$ cat config.mk
export PLATFORM = sky130hd
export DESIGN_NAME = trig_id_receiver_flat
export DESIGN_NICKNAME = d
export VERILOG_FILES = /design/src/rtl/trig_pkg.sv /design/src/rtl/trig_id_receiver_if.sv /design/src/rtl/trig_id_receiver_sync_fifo.sv /design/src/rtl/trig_id_receiver.sv /design/src/flat_wrapper.sv
export SDC_FILE = /design/constraint.sdc
export NUM_CORES = 1
export LEC_CHECK = 0
export ABC_CLOCK_PERIOD_IN_PS = 2500
export BUFFER_PORTS_ARGS = -buffer_cell sky130_fd_sc_hd__buf_4
export CAP_MARGIN = 10
export CORE_MARGIN = 5
export CORE_UTILIZATION = 27
export DETAILED_ROUTE_END_ITERATION = 12
export GPL_TIMING_DRIVEN = 0
export PLACE_DENSITY_LB_ADDON = 0.12
export SLEW_MARGIN = 25
export SYNTH_ARGS = -nofsm -noshare
export SYNTH_HDL_FRONTEND = slang
export SYNTH_HIERARCHICAL = 1
export SYNTH_SLANG_ARGS = --single-unit
$ cat constraint.sdc
create_clock -name pll_clk -period 2.5 [get_ports pll_clk]
set_clock_uncertainty 0.05 [all_clocks]
set_input_delay 0.5 -clock pll_clk [delete_from_list [all_inputs] [get_ports pll_clk]]
set_output_delay 0.5 -clock pll_clk [all_outputs]
set_load 0.02 [all_outputs]
$ cat src/rtl/trig_pkg.sv
// Shared definitions for the trigger-ID receiver: FSM encodings and saturating flag counters.
// Records are always packed {timestamp, id}, with the id in the low ID_WIDTH bits.
package trig_pkg;

    localparam logic [1:0] ST_IDLE  = 2'd0;
    localparam logic [1:0] ST_SHIFT = 2'd1;
    localparam logic [1:0] ST_PUSH  = 2'd2;

    localparam int unsigned SAT_W = 8;

    function automatic logic [SAT_W-1:0] sat_inc(input logic [SAT_W-1:0] v);
        return (v == {SAT_W{1'b1}}) ? v : v + SAT_W'(1);
    endfunction

    // A new event beats a simultaneous clear, leaving the counter at 1.
    function automatic logic [SAT_W-1:0] flag_cnt_next(input logic [SAT_W-1:0] v,
                                                        input logic ev,
                                                        input logic clr);
        if (ev)
            return clr ? SAT_W'(1) : sat_inc(v);
        if (clr)
            return '0;
        return v;
    endfunction

endpackage

$ cat src/rtl/trig_id_receiver_if.sv
// MCU-side read/status port of the trigger-ID receiver.
// The receiver uses the master modport, the SPI/MCU side the slave modport.
interface trig_id_receiver_if #(
    parameter int unsigned ID_WIDTH   = 16,
    parameter int unsigned TS_WIDTH   = 16,
    parameter int unsigned FIFO_DEPTH = 16
);
    import trig_pkg::*;

    localparam int unsigned REC_W = TS_WIDTH + ID_WIDTH;
    localparam int unsigned CNT_W = $clog2(FIFO_DEPTH + 1);

    logic             rd_en;
    logic             clr_flags;
    logic [REC_W-1:0] rd_data;
    logic             rd_valid;
    logic [CNT_W-1:0] fifo_count;
    logic             fifo_full;
    logic             fifo_empty;
    logic             irq;
    logic             busy;
    logic             overflow;
    logic [SAT_W-1:0] drop_cnt;
    logic [SAT_W-1:0] timeout_cnt;

    modport master (
        input  rd_en, clr_flags,
        output rd_data, rd_valid, fifo_count, fifo_full, fifo_empty, irq,
               busy, overflow, drop_cnt, timeout_cnt
    );

    modport slave (
        output rd_en, clr_flags,
        input  rd_data, rd_valid, fifo_count, fifo_full, fifo_empty, irq,
               busy, overflow, drop_cnt, timeout_cnt
    );

endinterface

$ cat src/rtl/trig_id_receiver_sync_fifo.sv
// Registered-read dual-pointer FIFO with count/full/empty; a write is accepted
// while full when a pop happens in the same cycle.
module sync_fifo #(
    parameter int unsigned WIDTH = 32,
    parameter int unsigned DEPTH = 16,
    localparam int unsigned AW    = $clog2(DEPTH),
    localparam int unsigned CNT_W = $clog2(DEPTH + 1)
) (
    input  logic             clk,
    input  logic             rst_n,
    input  logic             wr_en,
    input  logic [WIDTH-1:0] wr_data,
    input  logic             rd_en,
    output logic [WIDTH-1:0] rd_data,
    output logic             rd_valid,
    output logic [CNT_W-1:0] count,
    output logic             full,
    output logic             empty,
    output logic             nonempty
);

    logic [WIDTH-1:0] mem [DEPTH];
    logic [AW-1:0]    wr_ptr;
    logic [AW-1:0]    rd_ptr;
    logic [CNT_W-1:0] count_next;
    logic             do_rd;
    logic             do_wr;

    assign do_rd = rd_en && !empty;
    assign do_wr = wr_en && (!full || do_rd);

    always_comb begin
        count_next = count;
        if (do_wr && !do_rd)
            count_next = count + CNT_W'(1);
        else if (!do_wr && do_rd)
            count_next = count - CNT_W'(1);
    end

    // Small/narrow configurations use a reset-free array so it can sit in one block RAM.
    if (WIDTH <= 16 && DEPTH <= 256) begin : g_ram
        always_ff @(posedge clk) begin
            if (do_wr)
                mem[wr_ptr] <= wr_data;
        end
    end else begin : g_reg
        always_ff @(posedge clk or negedge rst_n) begin
            if (!rst_n)
                mem <= '{default: '0};
            else if (do_wr)
                mem[wr_ptr] <= wr_data;
        end
    end

    always_ff @(posedge clk or negedge rst_n) begin
        if (!rst_n) begin
            wr_ptr   <= '0;
            rd_ptr   <= '0;
            count    <= '0;
            full     <= 1'b0;
            empty    <= 1'b1;
            nonempty <= 1'b0;
            rd_data  <= '0;
            rd_valid <= 1'b0;
        end else begin
            count    <= count_next;
            full     <= (count_next == CNT_W'(DEPTH));
            empty    <= (count_next == '0);
            nonempty <= (count_next != '0);
            rd_valid <= do_rd;
            if (do_wr)
                wr_ptr <= wr_ptr + AW'(1);
            if (do_rd) begin
                rd_ptr  <= rd_ptr + AW'(1);
                rd_data <= mem[rd_ptr];
            end
        end
    end

endmodule

$ cat src/rtl/trig_id_receiver.sv
// Trigger-ID capture: synchronises trigger/serial-ID pins, timestamps each trigger,
// shifts in the serial ID under a timeout guard and queues {ts, id} records.
module trig_id_receiver
    import trig_pkg::*;
#(
    parameter int unsigned ID_WIDTH    = 16,
    parameter int unsigned TS_WIDTH    = 16,
    parameter int unsigned FIFO_DEPTH  = 16,
    parameter int unsigned SYNC_STAGES = 2,
    parameter int unsigned TIMEOUT     = 1023,
    parameter bit          MSB_FIRST   = 1'b1
) (
    input  logic               pll_clk,
    input  logic               reset,
    input  logic               trig_in,
    input  logic               trig_id,
    input  logic               id_clk,
    trig_id_receiver_if.master bus
);

    localparam int unsigned REC_W = TS_WIDTH + ID_WIDTH;
    localparam int unsigned BIT_W = $clog2(ID_WIDTH + 1);
    localparam int unsigned TO_W  = $clog2(TIMEOUT + 1);

    // Synchroniser chain, bit order {trig_in, trig_id, id_clk}; equal depth keeps data aligned to clock.
    for (genvar i = 0; i < SYNC_STAGES; i++) begin : g_sync
        logic [2:0] q;
        if (i == 0) begin : g_first
            always_ff @(posedge pll_clk or negedge reset) begin
                if (!reset) q <= '0;
                else        q <= {trig_in, trig_id, id_clk};
            end
        end else begin : g_next
            always_ff @(posedge pll_clk or negedge reset) begin
                if (!reset) q <= '0;
                else        q <= g_sync[i-1].q;
            end
        end
    end

    logic [2:0] sync_s;
    logic       trig_d;
    logic       clk_d;
    logic       trig_rise;
    logic       clk_fall;
    logic       bit_in;

    assign sync_s    = g_sync[SYNC_STAGES-1].q;
    assign trig_rise = sync_s[2] && !trig_d;
    assign clk_fall  = !sync_s[0] && clk_d;
    assign bit_in    = sync_s[1];

    always_ff @(posedge pll_clk or negedge reset) begin
        if (!reset) begin
            trig_d <= 1'b0;
            clk_d  <= 1'b0;
        end else begin
            trig_d <= sync_s[2];
            clk_d  <= sync_s[0];
        end
    end

    logic [1:0]          state;
    logic [1:0]          state_next;
    logic                start_c;
    logic                shift_c;
    logic                abort_c;
    logic                push_c;
    logic                drop_c;
    logic [TS_WIDTH-1:0] ts_cnt;
    logic [TS_WIDTH-1:0] ts_lat;
    logic [ID_WIDTH-1:0] sr;
    logic [BIT_W-1:0]    bit_cnt;
    logic [TO_W-1:0]     to_cnt;

    always_ff @(posedge pll_clk or negedge reset) begin
        if (!reset) state <= ST_IDLE;
        else        state <= state_next;
    end

    always_comb begin
        state_next = state;
        start_c    = 1'b0;
        shift_c    = 1'b0;
        abort_c    = 1'b0;
        push_c     = 1'b0;
        drop_c     = trig_rise && (state != ST_IDLE);
        case (state)
            ST_IDLE: begin
                if (trig_rise) begin
                    start_c    = 1'b1;
                    state_next = ST_SHIFT;
                end
            end
            ST_SHIFT: begin
                if (clk_fall) begin
                    shift_c = 1'b1;
                    if (bit_cnt == BIT_W'(ID_WIDTH - 1))
                        state_next = ST_PUSH;
                end else if (to_cnt == TO_W'(TIMEOUT)) begin
                    abort_c    = 1'b1;
                    state_next = ST_IDLE;
                end
            end
            ST_PUSH: begin
                push_c     = 1'b1;
                state_next = ST_IDLE;
            end
            default: state_next = ST_IDLE;
        endcase
    end

    // Timestamp, shift register, bit and timeout counters.
    always_ff @(posedge pll_clk or negedge reset) begin
        if (!reset) begin
            ts_cnt  <= '0;
            ts_lat  <= '0;
            sr      <= '0;
            bit_cnt <= '0;
            to_cnt  <= '0;
        end else begin
            ts_cnt <= ts_cnt + TS_WIDTH'(1);
            if (start_c) begin
                ts_lat  <= ts_cnt;
                sr      <= '0;
                bit_cnt <= '0;
                to_cnt  <= '0;
            end else if (shift_c) begin
                if (MSB_FIRST)
                    sr <= (sr << 1) | ID_WIDTH'(bit_in);
                else
                    sr <= (sr >> 1) | (ID_WIDTH'(bit_in) << (ID_WIDTH - 1));
                bit_cnt <= bit_cnt + BIT_W'(1);
                to_cnt  <= '0;
            end else if (state == ST_SHIFT && !abort_c) begin
                to_cnt <= to_cnt + TO_W'(1);
            end
        end
    end

    sync_fifo #(
        .WIDTH (REC_W),
        .DEPTH (FIFO_DEPTH)
    ) u_fifo (
        .clk      (pll_clk),
        .rst_n    (reset),
        .wr_en    (push_c),
        .wr_data  ({ts_lat, sr}),
        .rd_en    (bus.rd_en),
        .rd_data  (bus.rd_data),
        .rd_valid (bus.rd_valid),
        .count    (bus.fifo_count),
        .full     (bus.fifo_full),
        .empty    (bus.fifo_empty),
        .nonempty (bus.irq)
    );

    // Status flags; a record is lost only when full with no pop in the PUSH cycle.
    always_ff @(posedge pll_clk or negedge reset) begin
        if (!reset) begin
            bus.busy        <= 1'b0;
            bus.overflow    <= 1'b0;
            bus.drop_cnt    <= '0;
            bus.timeout_cnt <= '0;
        end else begin
            bus.busy <= (state_next != ST_IDLE);
            if (push_c && bus.fifo_full && !bus.rd_en)
                bus.overflow <= 1'b1;
            else if (bus.clr_flags)
                bus.overflow <= 1'b0;
            bus.drop_cnt    <= flag_cnt_next(bus.drop_cnt, drop_c, bus.clr_flags);
            bus.timeout_cnt <= flag_cnt_next(bus.timeout_cnt, abort_c, bus.clr_flags);
        end
    end

endmodule

$ cat src/flat_wrapper.sv
// flat-port wrapper written by rule: the top's interface ports become plain ports
module trig_id_receiver_flat import trig_pkg::*;
#(
    parameter int unsigned ID_WIDTH    = 16,
    parameter int unsigned TS_WIDTH    = 16,
    parameter int unsigned FIFO_DEPTH  = 16,
    parameter int unsigned SYNC_STAGES = 2,
    parameter int unsigned TIMEOUT     = 1023,
    parameter bit          MSB_FIRST   = 1'b1
)
  (pll_clk, reset, trig_in, trig_id, id_clk, bus_rd_en, bus_clr_flags, bus_rd_data, bus_rd_valid, bus_fifo_count, bus_fifo_full, bus_fifo_empty, bus_irq, bus_busy, bus_overflow, bus_drop_cnt, bus_timeout_cnt);
  trig_id_receiver_if #(.ID_WIDTH(ID_WIDTH), .TS_WIDTH(TS_WIDTH), .FIFO_DEPTH(FIFO_DEPTH)) bus_i ();
  input  logic pll_clk;
  input  logic reset;
  input  logic trig_in;
  input  logic trig_id;
  input  logic id_clk;
  input wire logic [$bits(bus_i.rd_en)-1:0] bus_rd_en;
  input wire logic [$bits(bus_i.clr_flags)-1:0] bus_clr_flags;
  output wire logic [$bits(bus_i.rd_data)-1:0] bus_rd_data;
  output wire logic [$bits(bus_i.rd_valid)-1:0] bus_rd_valid;
  output wire logic [$bits(bus_i.fifo_count)-1:0] bus_fifo_count;
  output wire logic [$bits(bus_i.fifo_full)-1:0] bus_fifo_full;
  output wire logic [$bits(bus_i.fifo_empty)-1:0] bus_fifo_empty;
  output wire logic [$bits(bus_i.irq)-1:0] bus_irq;
  output wire logic [$bits(bus_i.busy)-1:0] bus_busy;
  output wire logic [$bits(bus_i.overflow)-1:0] bus_overflow;
  output wire logic [$bits(bus_i.drop_cnt)-1:0] bus_drop_cnt;
  output wire logic [$bits(bus_i.timeout_cnt)-1:0] bus_timeout_cnt;
  assign bus_i.rd_en = bus_rd_en;
  assign bus_i.clr_flags = bus_clr_flags;
  assign bus_rd_data = bus_i.rd_data;
  assign bus_rd_valid = bus_i.rd_valid;
  assign bus_fifo_count = bus_i.fifo_count;
  assign bus_fifo_full = bus_i.fifo_full;
  assign bus_fifo_empty = bus_i.fifo_empty;
  assign bus_irq = bus_i.irq;
  assign bus_busy = bus_i.busy;
  assign bus_overflow = bus_i.overflow;
  assign bus_drop_cnt = bus_i.drop_cnt;
  assign bus_timeout_cnt = bus_i.timeout_cnt;
  trig_id_receiver #(.ID_WIDTH(ID_WIDTH), .TS_WIDTH(TS_WIDTH), .FIFO_DEPTH(FIFO_DEPTH), .SYNC_STAGES(SYNC_STAGES), .TIMEOUT(TIMEOUT), .MSB_FIRST(MSB_FIRST)) u_core (.pll_clk(pll_clk), .reset(reset), .trig_in(trig_in), .trig_id(trig_id), .id_clk(id_clk), .bus(bus_i));
endmodule
==> results.cfg <==
[sta]
setup_ws_ps = 73.49
min_period_ps = 2427
max_freq_ghz = 0.4121
final_hold_viol_count = 0
rsz0062_at_grt = true
hold_slack_ps = 180.6
setup_viol = 0
period_share = 0.9706
tightest_slew_ps = 946.1
slew_violations = 0
slew_headroom = 0.3693

[power]
power.total_uw = 32240
power.density_mw_per_mm2 = 924.6
power_leakage_uw = 0.01695
peakVddDrop_mv = 0.4503

[grt]
track_usage = 0.1646
grt_max_degree = 87
grt_pass1_vias = 20360
antenna_found_initial = 1
grt_pass1_wl_um = 141400
grt_overflow = 0

[synthesis]
synth_fp_nets = 2297
netlist_top_cells_area = dfrtp_1 56%, mux2_2 19%, mux2i_1 8.8%
ys_types = 67
netlist.area_leader.share = 0.5552
synth.top_cells.by_count = 651 x dfrtp_1, 491 x mux2_2, 257 x mux2i_1
synth_most_common_cell = dfrtp_1
ys_seq_area_frac = 0.5561
avgSynthCellArea_um2 = 12.89
yosysTopAreaCell = dfrtp_1
async_flop_share = 1.000
synth_edf_count = 0
synth_flop_cell = dfrtp_1
netlist_instances = 2277
yosys_warnings = 6
synth-seq-cells = 652
syn-cell-area_mm2 = 0.02934

[worst_setup_path]
crit_required_ps = 3010
cp_slowest_cell = buf_2
critPathTopFamily = simple AND/OR/NAND/NOR gates
crit_buf_inv = 2
cp_max_fo = 10
crit_path_start_kind = register
path_cells = nand2b_2 > clkbuf_2 > nor2_2 > buf_2 > nand4_1 > nand3_1
rr_worst_depth = 6
worstPathArrival_ps = 2940
end_kind = register
crit_cells = 6
critPathKind = register to register
slowest_delay_ps = 550

[cts]
cts_buffers = 79
cts_tree = built
insertion_delay_ps = 640
h-tree-depth = 3
clock-root-buffer = clkbuf_16
cts.sinks = 652
clock_path_buffers = 3
cts.reportedPaths.clkPinSlew_ps = 60

[drt]
drcViolationCount = 0
routed_wl_um = 95810
wl_per_cell_um = 24.47
vias = 19320
via_per_inst = 4.934
drt-initial-drc-count = 1139
dr.pass1.iters = 5
ant_nets = 0

[die]
rows = 121
start_util = 0.2707
fp.dieH_um = 339.6
io_pins = 66
coreArea_mm2 = 0.1084
die_area_mm2 = 0.1154
die_x_um = 339.6

[placement]
dp_hpwl_um = 60590
io_buffers = 64
finalWeightedCongestion = 0.7639
preCtsSetupSlack_ps = -703.5

[final_layout]
areaGrowthSynthToFinish_pct = 18.84
antennaDiodeCount = 0
nets = 2458
drive_above_1_share = 0.3367

[worst_hold_path]
hold_path_class = input pin to register
worstHoldPathCells = 3

[status]
status = completed

[flow_run]
maxCapViolations = 0
-- stage by stage --
stage          setup TNS (ps)  cells  instance area (um2)    util
6_report                    0   3915                34870  0.3216
5_1_grt                -98.38   3915                34870  0.3216
4_1_cts                 -1693   3913                34790  0.3209
3_5_place_dp          -221160   3763                31830  0.2936
3_3_place_gp         -4442080   3755                31590  0.2914
2_1_floorplan               0   2277                29340       -
-- repair_timing --
item | in CTS | in global routing
endpoints found under the hold margin | 37 | 0
buffers inserted | 2 | 1
hold buffers | 4 | 0
pin swaps | 1 | 0
gates resized for setup | 101 | 23
endpoints found under the setup margin | 537 | 445
-- worst reg2reg max path, cell delays in order, from the launching register on --
cell and delay [ps]:
dfstp_2 380, nand2b_2 250, clkbuf_2 320, nor2_2 460, buf_2 550, nand4_1 200
nand3_1 130
-- logic make-up (layout without fill, tap and decap cells) --
kind of cell,Yosys count,in the layout,synth area share
flip-flops,652,652,0.5561
AND/OR/NAND/NOR,445,445,0.07459
XOR/XNOR,25,25,0.007463
multiplexers,772,772,0.2853
buffers and inverters,186,410,0.02704
adder cells (fa/ha/maj),13,13,0.005544
AO/OA/AOI/OAI,184,184,0.04388
-- layer usage --
metal | vias up | global-route usage | wire length (um)
li1 | 8598 | - | -
met1 | 10240 | 0.2269 | 44530
met2 | 359 | 0.2714 | 45420
met3 | 125 | 0.02614 | 3477
met4 | 0 | 0.04161 | 2379
met5 | - | 0 | 0
-- final cells by class --
cell class,instances,area [um2]
Buffer,171,977.2
Clock buffer,118,2374
Clock inverter,26,285.3
Fill cell,10860,73530
Inverter,15,57.56
Multi-Input combinational cell,1439,12300
Sequential cell,652,16320
Tap cell,1414,1769
Timing Repair Buffer,80,782.0
-- sequential cells by signal (all words and copies together) (netlist names), 2 cells and up --
name / count
u_core/bus.drop_cnt: 8
u_core/to_cnt: 10
u_core/u_fifo/count: 5
u_core/bit_cnt: 5
u_core/u_fifo/mem: 512
u_core/g_sync.q: 6
u_core/ts_cnt: 16
u_core/bus.timeout_cnt: 8
u_core/u_fifo/wr_ptr: 4
u_core/state: 2
u_core/u_fifo/rd_ptr: 4
u_core/sr: 16
u_core/u_fifo/rd_data: 32
u_core/ts_lat: 16
-- report_power, final --
group	switching (uW)	internal, uW
combinational	6050	2780
sequential	686	11100
clock	4660	7000
total	11400	20800
-- cell usage in the layout (no fill, tap or decap), types with 7 or more instances in the layout --
cell       count
xnor2_1       16
inv_1         14
nand4_1       41
clkbuf_16     79
buf_4        120
mux2_2       491
ha_1          13
buf_2         11
nand3_1       91
mux2_1        24
nor2_1        27
clkbuf_2      35
mux2i_1      257
buf_16         8
a21oi_1       34
clkbuf_1      68
nor4_1         8
nand2_1      201
and3_1         7
o31ai_1        8
dfrtp_1      651
nand3_2        9
nor2b_1        9
or4_1          8
o21ai_0       16
clkbuf_8      25
xor2_1         9
a22oi_1       96
clkbuf_4      14
clkinv_2      15
-- final timing paths --
| check | from | to | slack (ps) |
|---|---|---|---|
| max | u_core/u_fifo/empty | u_core/u_fifo/rd_data[10] | 70 |
| min | bus_rd_en | u_core/bus.overflow | 180 |
| max reg2reg | u_core/u_fifo/empty | u_core/u_fifo/rd_data[10] | 70 |
| min reg2reg | u_core/g_sync[0].q[2] | u_core/g_sync[1].q[2] | 300 |
| max in group asynchronous | reset | u_core/u_fifo/mem[297] | 490 |
| min in group asynchronous | reset | u_core/u_fifo/mem[377] | 310 |
Note: power is estimated with default switching activity, not from simulation.
